<file path="src/rtl/sum_disp_pkg.sv">
// Shared definitions for the sum BCD display slice.
//   state_t   : conversion FSM states
//   BCD_W     : width of the packed 4-digit BCD result
//   SEG_BLANK : active-low segment pattern with every segment off
//   SEG_LUT   : active-low {g,f,e,d,c,b,a} patterns for decimal digits 0..9
package sum_disp_pkg;

  typedef enum logic [1:0] {
    IDLE  = 2'd0,
    SHIFT = 2'd1,
    DONE  = 2'd2
  } state_t;

  localparam int BCD_W = 16;

  localparam logic [6:0] SEG_BLANK = 7'h7F;

  localparam logic [6:0] SEG_LUT [0:9] = '{
    7'b1000000,  // 0
    7'b1111001,  // 1
    7'b0100100,  // 2
    7'b0110000,  // 3
    7'b0011001,  // 4
    7'b0010010,  // 5
    7'b0000010,  // 6
    7'b1111000,  // 7
    7'b0000000,  // 8
    7'b0010000   // 9
  };

endpackage

</file>
<file path="src/rtl/bcd_to_seg7.sv">
// Combinational BCD digit to 7-segment decoder, active-low outputs.
//   digit : BCD digit 0..9 (10..15 decode to blank)
//   blank : force all segments off
//   seg   : {g,f,e,d,c,b,a}, active-low
import sum_disp_pkg::*;

module bcd_to_seg7 (
  input  logic [3:0] digit,
  input  logic       blank,
  output logic [6:0] seg
);

  // NOTE: seg gets a default first so every path assigns it and no latch is inferred.
  always_comb begin
    seg = SEG_BLANK;
    if (!blank && digit <= 4'd9) begin
      seg = SEG_LUT[digit];
    end
  end

endmodule

</file>
<file path="src/rtl/sum_bcd_display.sv">
// Captures an unsigned sum on a one-cycle valid pulse, converts it to four BCD
// digits with an iterative shift-add-3 (double dabble) FSM and drives a
// 4-digit multiplexed 7-segment display from the last completed result.
//   clk   : system clock, rising edge
//   rst   : synchronous, active-high reset
//   valid : one-cycle pulse, sum valid in the same cycle
//   sum   : binary value to convert
//   busy  : high while the FSM is shifting
//   done  : one-cycle pulse, bcd carries the new result in the same cycle
//   bcd   : {d3,d2,d1,d0} of the last completed conversion
//   an    : active-low one-hot digit enable, an[0] = least significant digit
//   seg   : active-low {g,f,e,d,c,b,a}, all ones = blank
import sum_disp_pkg::*;

module sum_bcd_display #(
  parameter int SUM_W    = 11,
  parameter int SCAN_DIV = 50000,
  parameter int BLANK_LZ = 1
) (
  input  logic             clk,
  input  logic             rst,
  input  logic             valid,
  input  logic [SUM_W-1:0] sum,
  output logic             busy,
  output logic             done,
  output logic [BCD_W-1:0] bcd,
  output logic [3:0]       an,
  output logic [6:0]       seg
);

  localparam int SH_W   = BCD_W + SUM_W;
  localparam int CNT_W  = $clog2(SUM_W + 1);
  localparam int SCAN_W = $clog2(SCAN_DIV);

  // One double-dabble step: correct every BCD nibble that would overflow
  // past 9 after doubling, then shift the whole register left.
  function automatic logic [SH_W-1:0] dabble(input logic [SH_W-1:0] s);
    logic [SH_W-1:0] t;
    t = s;
    for (int k = 0; k < 4; k++) begin
      if (t[SUM_W + 4*k +: 4] >= 4'd5) begin
        t[SUM_W + 4*k +: 4] = t[SUM_W + 4*k +: 4] + 4'd3;
      end
    end
    return t << 1;
  endfunction

  state_t           state, state_next;
  logic [SH_W-1:0]  sh;
  logic [SH_W-1:0]  sh_next;
  logic [CNT_W-1:0] cnt;
  logic             last_shift;
  logic             pending;
  logic [SUM_W-1:0] pend_sum;

  assign sh_next    = dabble(sh);
  assign last_shift = (cnt == CNT_W'(SUM_W - 1));

  // ---------------------------------------------------------------------------
  // Conversion FSM
  // ---------------------------------------------------------------------------
  // NOTE: sequential state uses non-blocking assignments so every register
  // samples the pre-edge values, independent of statement order.
  always_ff @(posedge clk) begin
    if (rst) begin
      state <= IDLE;
    end else begin
      state <= state_next;
    end
  end

  always_comb begin
    state_next = state;
    unique case (state)
      IDLE:    if (valid) state_next = SHIFT;
      SHIFT:   if (last_shift) state_next = DONE;
      // A valid arriving in DONE restarts directly, so no request is left
      // parked in pending while the FSM sits in IDLE.
      DONE:    state_next = (valid || pending) ? SHIFT : IDLE;
      default: state_next = IDLE;
    endcase
  end

  always_comb begin
    busy = (state == SHIFT);
    done = (state == DONE);
  end

  // Datapath: shift register, step counter, result and one-deep pending slot.
  always_ff @(posedge clk) begin
    if (rst) begin
      sh       <= '0;
      cnt      <= '0;
      bcd      <= '0;
      pending  <= 1'b0;
      pend_sum <= '0;
    end else begin
      unique case (state)
        IDLE: begin
          if (valid) begin
            sh  <= {{BCD_W{1'b0}}, sum};
            cnt <= '0;
          end
        end
        SHIFT: begin
          sh  <= sh_next;
          cnt <= cnt + 1'b1;
          if (last_shift) bcd <= sh_next[SH_W-1:SUM_W];
          if (valid) begin
            pending  <= 1'b1;
            pend_sum <= sum;
          end
        end
        DONE: begin
          // The newest sum wins: a valid in this cycle beats the stored one.
          if (valid) begin
            sh      <= {{BCD_W{1'b0}}, sum};
            cnt     <= '0;
            pending <= 1'b0;
          end else if (pending) begin
            sh      <= {{BCD_W{1'b0}}, pend_sum};
            cnt     <= '0;
            pending <= 1'b0;
          end
        end
        default: ;
      endcase
    end
  end

  // ---------------------------------------------------------------------------
  // Display scan
  // ---------------------------------------------------------------------------
  logic [SCAN_W-1:0] scan_cnt;
  logic [1:0]        idx;
  logic [3:0]        digit;
  logic              blank;
  logic [6:0]        seg_dec;

  // Leading-zero blanking: digit k>0 is dark when it and all higher digits are 0.
  always_comb begin
    digit = bcd[4*idx +: 4];
    blank = 1'b0;
    if (BLANK_LZ != 0) begin
      unique case (idx)
        2'd3:    blank = (bcd[15:12] == 4'd0);
        2'd2:    blank = (bcd[15:8]  == 8'd0);
        2'd1:    blank = (bcd[15:4]  == 12'd0);
        default: blank = 1'b0;
      endcase
    end
  end

  bcd_to_seg7 u_dec (
    .digit (digit),
    .blank (blank),
    .seg   (seg_dec)
  );

  // an and seg are registered together so they always describe the same slot.
  always_ff @(posedge clk) begin
    if (rst) begin
      scan_cnt <= '0;
      idx      <= 2'd0;
      an       <= 4'hF;
      seg      <= SEG_BLANK;
    end else begin
      if (scan_cnt == SCAN_W'(SCAN_DIV - 1)) begin
        scan_cnt <= '0;
        idx      <= idx + 2'd1;
      end else begin
        scan_cnt <= scan_cnt + 1'b1;
      end
      an  <= ~(4'b0001 << idx);
      seg <= seg_dec;
    end
  end

endmodule

</file>
<file path="config.mk">
export PLATFORM = sky130hd
export DESIGN_NAME = sum_bcd_display
export DESIGN_NICKNAME = d
export VERILOG_FILES = /design/src/rtl/sum_disp_pkg.sv /design/src/rtl/bcd_to_seg7.sv /design/src/rtl/sum_bcd_display.sv
export SDC_FILE = /design/constraint.sdc
export NUM_CORES = 1
export LEC_CHECK = 0
export ABC_AREA = 0
export ABC_CLOCK_PERIOD_IN_PS = 2600
export CORE_AREA = 5 5 135 137
export DETAILED_ROUTE_END_ITERATION = 8
export DIE_AREA = 0 0 140 142
export GPL_TIMING_DRIVEN = 0
export PLACE_DENSITY = 0.53
export SLEW_MARGIN = 20
export SYNTH_ARGS = -nofsm -noshare
export SYNTH_HDL_FRONTEND = slang
export SYNTH_SLANG_ARGS = --single-unit
</file>
<file path="constraint.sdc">
create_clock -name clk -period 2.6 [get_ports clk]
set_clock_uncertainty 0.1 [all_clocks]
set_input_delay 0.39 -clock clk [delete_from_list [all_inputs] [get_ports clk]]
set_output_delay 0.39 -clock clk [all_outputs]
set_load 0.02 [all_outputs]
</file>
# Yosys cells after proc, flatten, opt, wreduce, memory -nomap -nowiden
# Memories as Yosys holds them, arrays and structs flattened. A register that Yosys moved wholly into a read port is not among the register bits.
# Index checks and enable logic that the tools add are counted.
# W data, S select, Z words.
[word_totals]
input_bits = 14
mem_count = 1
out_inout_bits = 29
word_cells = 73
mem_bits_ro = 112
reg_bits = 83
[mem_list]
columns = ["name", "words", "width", "read_ports", "rd_clocked_by_memory_dff", "write_ports", "line", "source"]
rows = [
  ["(no name shown)", 16, 7, 1, 1, 0, "bcd_to_seg7.sv:17", "seg = SEG_LUT[digit];"],
]
[op_classes]
shift = 2
n_addsub = 7
order_cmp = 5
muxes = 19
n_eq_ne = 11
bitwise = 3
reduce_logical = 16
[op_table]
columns = ["operator", "count"]
rows = [
  ["$mux W27", 3],
  ["$pmux W27 S3", 1],
  ["$mux W4", 6],
  ["$add A16 B1 Y16 const B", 1],
  ["$eq A16 B16 Y1 const B", 1],
  ["$ge A4 B3 Y1 const B", 4],
  ["$shiftx A16 B5 Y4", 1],
  ["$add A4 B2 Y4 const B", 3],
  ["$logic_not A12 Y1", 1],
  ["$pmux W4 S3", 1],
  ["$logic_not A8 Y1", 1],
  ["$reduce_and A2 Y1", 4],
  ["$eq A2 B2 Y1 const B", 3],
  ["$pmux W2 S3", 1],
  ["$not A4 Y5", 1],
  ["$add A4 B1 Y4 const B", 1],
  ["$eq A2 B1 Y1 const B", 2],
  ["$eq A4 B4 Y1 const B", 1],
  ["$le A4 B4 Y1 const B", 1],
  ["$logic_not A4 Y1", 1],
  ["$mux W2", 2],
  ["$ne A2 B2 Y1 const B", 2],
  ["$not A4 Y4", 1],
  ["$reduce_or A2 Y1", 2],
  ["other kinds (17)", 18],
]

# Logic depth before layout (Yosys ltp)
# Gate-level depths: netlist (run 1).
[depth]
depth_word = 6
depth_mapped = 9
depth_no_buf = 8

# Hierarchy
# Synthesis (run 1) repeated with hierarchy kept, for this count alone.
[hier_totals]
hier_cells = 490
area_unflattened_um2 = 4468.0
[by_module_without_submodules]
columns = ["module", "cells_each", "n_inst", "area_each_um2", "seq_area_each_um2"]
rows = [
  ["sum_bcd_display", 461, 1, 4257.8, 1801.7],
  ["bcd_to_seg7", 29, 1, 210.2, 0.0],
]

# Worst setup path before layout (run 1)
# OpenSTA, ideal clock, no wires.
[synth_path]
path_type = "flip-flop to flip-flop"
from = "reg state[0]"
to = "reg cnt[3]"
setup_time_ns = 0.070
path_slack_ns = 0.606
required_ns = 2.430
stages_incl_launch_ff = 9
path_buffers = 1
arrival_time_ns = 1.823
period_less_slack_ns = 1.994
cell_sequence = "dfxtp_1 > inv_1 > ha_1 > nand2b_2 > a21oi_2 > or2_1 > buf_2 > or4_1 > a21oi_1"
[synth_via]
elab_chain_cells = 3
word_cells_on_any_way = 8
classes_between = "4 x eq/ne; 1 x mux; 3 x reduce/logical"
[synth_rtl]
columns = ["item", "line", "source"]
rows = [
  ["from (decl)", "sum_bcd_display.sv:48", "state_t state, state_next;"],
  ["from (signal assigned)", "sum_bcd_display.sv:68", "state <= state_next;"],
  ["$eq A2 B2 Y1 (*)", "-", ""],
  ["named net done", "sum_bcd_display.sv:25", "output logic done,"],
  ["$ne A3 B2 Y1 (no source line) / $reduce_bool A3 Y1 (equally long branches)", "-", ""],
  ["$reduce_and A3 Y1 (no source line)", "-", ""],
  ["to (signal assigned)", "sum_bcd_display.sv:107", "cnt <= cnt + 1'b1;"],
  ["to (decl)", "sum_bcd_display.sv:51", "logic [CNT_W-1:0] cnt;"],
]
# Mark *: on every way through the listed nets, which the timed path passes. The rest lies on a longest branch.
# A chain may end at the register's enable or synchronous reset.

# Worst setup path in the final report (run 1)
[layout_path]
from = "reg state[0]"
to = "out done"
[layout_via]
elab_chain_cells = 1
[layout_rtl]
columns = ["item", "line", "source"]
rows = [
  ["$eq A2 B2 Y1", "sum_bcd_display.sv:86", "done = (state == DONE);"],
  ["to (decl)", "sum_bcd_display.sv:25", ""],
]
# Every way passes these cells.

==> impl_metrics.env, run 1 <==
export IMPL_die_height_um=142
export IMPL_slowest_stage="clkdlybuf4s50_1"
export IMPL_synth_edff_count=0
export IMPL_vias=3538
export IMPL_grt_ovfl_total=0
export IMPL_max_freq_ghz=0.4523
export IMPL_nets=574
export IMPL_grt_pass1_vias=3476
export IMPL_critPathKind="register to output port"
export IMPL_start_util_pct=24.56
export IMPL_post_dp_cell_area_mm2=0.004851
export IMPL_clockBufferDepth=2
export IMPL_wl_per_cell_um=13.69
export IMPL_drive_gt1_share_pct=5.730
export IMPL_area_growth_syn_to_layout_pct=24.76
export IMPL_yosysSeqAreaShare_pct=43.32
export IMPL_crit_chain="inv_1 -> ha_1 -> clkdlybuf4s50_1"
export IMPL_io_buffers=41
export IMPL_vdd_drop_max_v=0.0003140
export IMPL_grt_use_total_pct=10.83
export IMPL_relSlewSlack_pct=55.69
export IMPL_period_needed_ps=2211
export IMPL_power_density_mw_per_mm2=595.7
export IMPL_met1_usage_pct=13.25
export IMPL_syn_area_per_cell_um2=8.593
export IMPL_place_congestion=0.7917
export IMPL_tightestPinTransition_ps=664.7
export IMPL_antenna_found_initial=0
export IMPL_post_route_util_pct=30.64
export IMPL_ys_ff_latch=90
export IMPL_finalHoldViolCount=0
export IMPL_place_hpwl_um=7744
export IMPL_yosys_area_top_type="dfxtp_1"
export IMPL_maxCapViolCount=0
export IMPL_yosys_top_cells_area="dfxtp_1 (43%), ha_1 (7.2%), nand2_1 (5.9%)"
export IMPL_die_w_um=140
export IMPL_leakagePower_nw=1.845
export IMPL_setup_tns_ps=0
export IMPL_finalSetupViolCount=0
export IMPL_post_cts_buffers=0
export IMPL_drc=0
export IMPL_fin_crit_sh_pct=85.03
export IMPL_fin_total_pwr_mw=3.091
export IMPL_synth_yosys_warnings=0
export IMPL_grtUsageMet2_pct=18.66
export IMPL_r2r_start="state[0]"
export IMPL_min_path_type="register to register"
export IMPL_clkTransAtPathRegs_ps=60
export IMPL_totalWireLength_um=10490
export IMPL_crit_path_start_kind="register"
export IMPL_rsz0062_at_grt="false"
export IMPL_critPathLaunch="state[0]"
export IMPL_cp_arrival_ps=1720
export IMPL_fill_cells=1792
export IMPL_synth_flop_cell="dfxtp_1"
export IMPL_cpPeakStageDelay_ps=670
export IMPL_coreArea_mm2=0.01694
export IMPL_cts_root_buf="clkbuf_16"
export IMPL_cp_num_buf_inv=2
export IMPL_clkSinkCount=90
export IMPL_first_pass_iters=5
export IMPL_first_iter_violations=317
export IMPL_synth_area_mm2=0.004159
export IMPL_synth_top_cell_area_share_pct=43.32
export IMPL_postLayoutCellArea_mm2=0.005189
export IMPL_required_ps=2110
export IMPL_syn_num_nets=522
export IMPL_ios=43
export IMPL_cts_tree="built"
export IMPL_ant_nets=0
export IMPL_fp_row_count=48
export IMPL_cp_top_family="buffers and inverters"
export IMPL_grt_max_degree=16
export IMPL_final_seq_area_mm2=0.001802
export IMPL_ys_types=42
export IMPL_routed_via_density=4.619
export IMPL_clk_insertion_delay_late_ps=330
export IMPL_postSynth_asyncResetShare_pct=0
export IMPL_slew_violations=0
export IMPL_status="finished clean"
export IMPL_die_area_mm2=0.01988
export IMPL_clock_tree_htree_level_count=3
export IMPL_r2r_slack_ps=420
export IMPL_min_from="scan_cnt[0]"
export IMPL_cp_max_fo=7
export IMPL_n_antenna_cell=0
export IMPL_multiInputGateArea_mm2=0.002170
export IMPL_syn_inst=484
export IMPL_numCtsBuffers=9
export IMPL_grt_busiest_layer="met2"
export IMPL_grtUsageMet3_pct=3.058
export IMPL_endpoint_kind="output port"
export IMPL_grt_pass1_wl_um=17420
layout make-up:
type                    count  share of cell area, %
multi-input cells         348                  41.81
clock buffers              11                  4.871
clock inverters             5                  1.616
inverters                  20                  1.447
repair buffers             41                  7.909
well taps                 225                  5.426
flip-flops and latches     90                  34.72
plain buffers              26                  2.194
flip-flops by register name (all words and copies together), names as in the netlist:
register  flops
sh           27
bcd          16
scan_cnt     16
pend_sum     11
seg           7
an            4
cnt           4
idx           2
state         2
pending       1
Yosys cell counts, types with 2 or more instances:
library cell and instances:
dfxtp_1 90, o21ai_1 2, a222oi_1 10, a21oi_1 43, nand2_1 65, buf_1 3
buf_2 6, or3_1 4, xor2_1 10, nor2b_1 3, o211ai_1 2, nand4_1 2
a211oi_1 15, xnor2_1 9, and3_1 7, nand3_1 13, inv_1 20, mux2i_1 7
and3b_1 2, a311oi_1 4, nand2b_1 12, o21ai_0 17, mux4_2 4, nor2_1 55
nor3b_1 3, nor4_1 4, nor3_1 8, clkbuf_1 16, a22oi_1 8, ha_1 24
and2_1 5
cell families (layout without fill, tap and decap cells):
kind of cell             Yosys count  in the layout  share of synthesized area (%)
AND/OR/NAND/NOR                  189            189                          21.09
AO/OA/AOI/OAI                    105            105                          16.01
XOR/XNOR                          19             19                          4.001
adder cells (fa/ha/maj)           24             24                          7.220
buffers and inverters             46            103                          4.513
multiplexers                      11             11                          3.851
flip-flops                        90             90                          43.32
path summary, 6_finish.rpt:
check,endpoint,cells after the start
min reg2reg,scan_cnt[0],1
min,scan_cnt[0],1
max,done,3
max reg2reg,sh[22],7
where the power goes:
group | switching, mW | internal, mW | leakage (nW)
Clock | 0.544 | 0.898 | 0.158
Combinational | 0.129 | 0.0833 | 0.954
Sequential | 0.0206 | 1.42 | 0.732
per-layer routing:
| metal | up-vias | wire length [um] |
|---|---|---|
| met5 | - | 0 |
| met3 | 12 | 394 |
| met1 | 1670 | 4811 |
| met2 | 65 | 5150 |
| li1 | 1791 | - |
| met4 | 0 | 132 |
metrics by stage:
step / hold slack (ps) / setup slack (ps) / std cells
floorplan: 313.2 / 606.2 / 484
global placement: 326.2 / 235.4 / 750
detailed placement: 330.3 / 171.4 / 750
CTS: 339.3 / 217.1 / 766
global route: 356.0 / 185.5 / 766
finish: 338.7 / 389.2 / 766
placed cells by master, fill, tap and decap left out, types with 10 or more instances in the layout:
cell	Yosys	layout
a21oi_1	43	43
a222oi_1	10	10
inv_1	20	20
nand2b_1	12	12
o21ai_0	17	17
clkbuf_1	16	15
xor2_1	10	10
nand2_1	65	65
nand3_1	13	13
clkdlybuf4s50_1	0	41
a211oi_1	15	15
ha_1	24	24
dfxtp_1	90	90
nor2_1	55	55
timing repair:
action,4_1_cts,5_1_grt
hold buffers,0,0
setup endpoints to repair,0,1
resized for setup,0,2
(Power assumes the default switching activity.)
==> run 2: changes to the inputs <==
--- a/config.mk
+++ b/config.mk
@@ -11,6 +11,7 @@
 export DETAILED_ROUTE_END_ITERATION = 8
 export DIE_AREA = 0 0 140 142
 export GPL_TIMING_DRIVEN = 0
+export MAX_ROUTING_LAYER = met4
 export PLACE_DENSITY = 0.53
 export SLEW_MARGIN = 20
 export SYNTH_ARGS = -nofsm -noshare
==> run 2 against run 1 <==
  * Count of clock-buffer cells in the layout is the same
  * Maximum frequency is essentially flat
  * Sequential share of layout area is the same
  * Critical path depth is the same
  * Total power is essentially flat
  * Register-to-register slack is essentially flat
  * Non-clock buffer count is the same
  * Sequential power is essentially flat
  * Final cell count is the same
  * Core utilization is the same
  * Via count grew 0.51%
  * First-iteration DRC count shrank 12%
  * Critical path type unchanged
  * Largest cell class unchanged
==> impl_metrics.env, run 2 (synthesis gave the netlist of run 1 again) <==
export IMPL_ios=43
export IMPL_cts_resized=0
export IMPL_min_path_type="register to register"
export IMPL_slew_violations=0
export IMPL_clkSinkCount=90
export IMPL_setup_tns_ps=0
export IMPL_nets=574
export IMPL_finalSetupViolCount=0
export IMPL_min_path_cells=1
export IMPL_cts_root_buf="clkbuf_16"
export IMPL_grt_pass1_vias=3490
export IMPL_fin_crit_sh_pct=85.01
export IMPL_maxCapViolCount=0
export IMPL_post_route_util_pct=30.64
export IMPL_period_needed_ps=2210
export IMPL_min_from="scan_cnt[0]"
export IMPL_crit_path_start_kind="register"
export IMPL_first_iter_violations=279
export IMPL_area_growth_syn_to_layout_pct=24.76
export IMPL_cp_arrival_ps=1720
export IMPL_wl_per_cell_um=13.73
export IMPL_leakagePower_nw=1.845
export IMPL_clock_tree_htree_level_count=3
export IMPL_die_height_um=142
export IMPL_max_freq_ghz=0.4525
export IMPL_fin_total_pwr_mw=3.090
export IMPL_slowest_stage="clkdlybuf4s50_1"
export IMPL_multiInputGateArea_mm2=0.002170
export IMPL_first_pass_iters=5
export IMPL_start_util_pct=24.56
export IMPL_rsz0062_at_grt="false"
export IMPL_r2r_slack_ps=420
export IMPL_r2r_start="state[0]"
export IMPL_totalWireLength_um=10510
export IMPL_grt_use_total_pct=11.15
export IMPL_worstRegToRegCells=7
export IMPL_whs_endpoint="scan_cnt[0]"
export IMPL_cts_tree="built"
export IMPL_reg_largest_list="sh (27), bcd (16), scan_cnt (16)"
export IMPL_n_antenna_cell=0
export IMPL_fill_cells=1792
export IMPL_cp_max_fo=7
export IMPL_relSlewSlack_pct=55.86
export IMPL_ant_nets=0
export IMPL_clk_insertion_delay_late_ps=340
export IMPL_grt_ovfl_total=0
export IMPL_cpPeakStageDelay_ps=670
export IMPL_power_density_mw_per_mm2=595.6
export IMPL_cp_top_family="buffers and inverters"
export IMPL_ctsHoldBuffers=0
export IMPL_die_w_um=140
export IMPL_largest_register_ffs=27
export IMPL_finalHoldViolCount=0
export IMPL_antenna_found_initial=0
export IMPL_die_area_mm2=0.01988
export IMPL_final_seq_area_mm2=0.001802
export IMPL_clockBufferDepth=2
export IMPL_clkTransAtPathRegs_ps=60
export IMPL_post_cts_buffers=0
export IMPL_layout_commonest_cell="dfxtp_1"
export IMPL_coreArea_mm2=0.01694
export IMPL_top_register="sh"
export IMPL_r2r_end="sh[22]"
export IMPL_grt_max_degree=16
export IMPL_io_buffers=41
export IMPL_place_congestion=0.8029
export IMPL_critPathKind="register to output port"
export IMPL_fp_row_count=48
export IMPL_cp_num_buf_inv=2
export IMPL_vias=3556
export IMPL_status="finished clean"
export IMPL_tightestPinTransition_ps=662.1
export IMPL_numCtsBuffers=9
export IMPL_drc=0
export IMPL_endpoint_kind="output port"
export IMPL_vdd_drop_max_v=0.0003143
export IMPL_layout_common_cells="dfxtp_1 (90), nand2_1 (65), nor2_1 (55), a21oi_1 (43), clkdlybuf4s50_1 (41)"
export IMPL_required_ps=2110
export IMPL_grt_pass1_wl_um=17390
export IMPL_place_hpwl_um=7744
export IMPL_crit_chain="inv_1 -> ha_1 -> clkdlybuf4s50_1"
export IMPL_routed_via_density=4.642
export IMPL_drive_gt1_share_pct=5.730
[run 2: cell counts in the layout (fill, tap and decap cells not counted)]
No cell type changed its count.
[run 2: power by group]
part / leakage, nW / switching, mW / internal [mW] / total, mW
registers: 0.732 / 0.0207 / 1.42 / 1.44
logic: 0.954 / 0.129 / 0.0833 / 0.212
clock network: 0.158 / 0.543 / 0.898 / 1.44
total: 1.84 / 0.693 / 2.40 / 3.09
[run 2: worst max path at each step]
stage | cells past startpoint | slack (ps) | endpoint | from
after floorplan | 8 | 610 | cnt[3] | state[0]
after global placement | 6 | 240 | sh[18] | valid
after detailed placement | 6 | 170 | sh[22] | valid
after CTS | 7 | 220 | sh[22] | state[0]
after global routing | 7 | 190 | sh[22] | state[0]
final | 3 | 390 | done | state[0]
[run 2: final cells by class]
type / instances / area share [%]
timing repair buffer: 41 / 7.909
clock buffer: 11 / 4.871
buffer: 26 / 2.194
sequential: 90 / 34.72
tap: 225 / 5.426
multi-input combinational: 348 / 41.81
clock inverter: 5 / 1.616
inverter: 20 / 1.447
[run 2: stage by stage]
step                      instance area, um2  hold slack, ps  instances  worst slack, ps
after CTS                               5187           339.3        766            217.1
after floorplan                         4159           313.2        484            606.2
after global routing                    5189           356.0        766            185.5
after detailed placement                4851           330.3        750            171.4
final                                   5189           338.7        766            389.8
after global placement                  4851           326.2        750            235.4
[run 2: metal layers]
| layer | vias to the layer above | wire [um] | track usage, % |
|---|---|---|---|
| met5 | - | 0 | - |
| met4 | 0 | 131 | 3.213 |
| met3 | 13 | 368 | 2.923 |
| met2 | 65 | 5190 | 18.74 |
| met1 | 1684 | 4823 | 13.23 |
| li1 | 1794 | - | - |
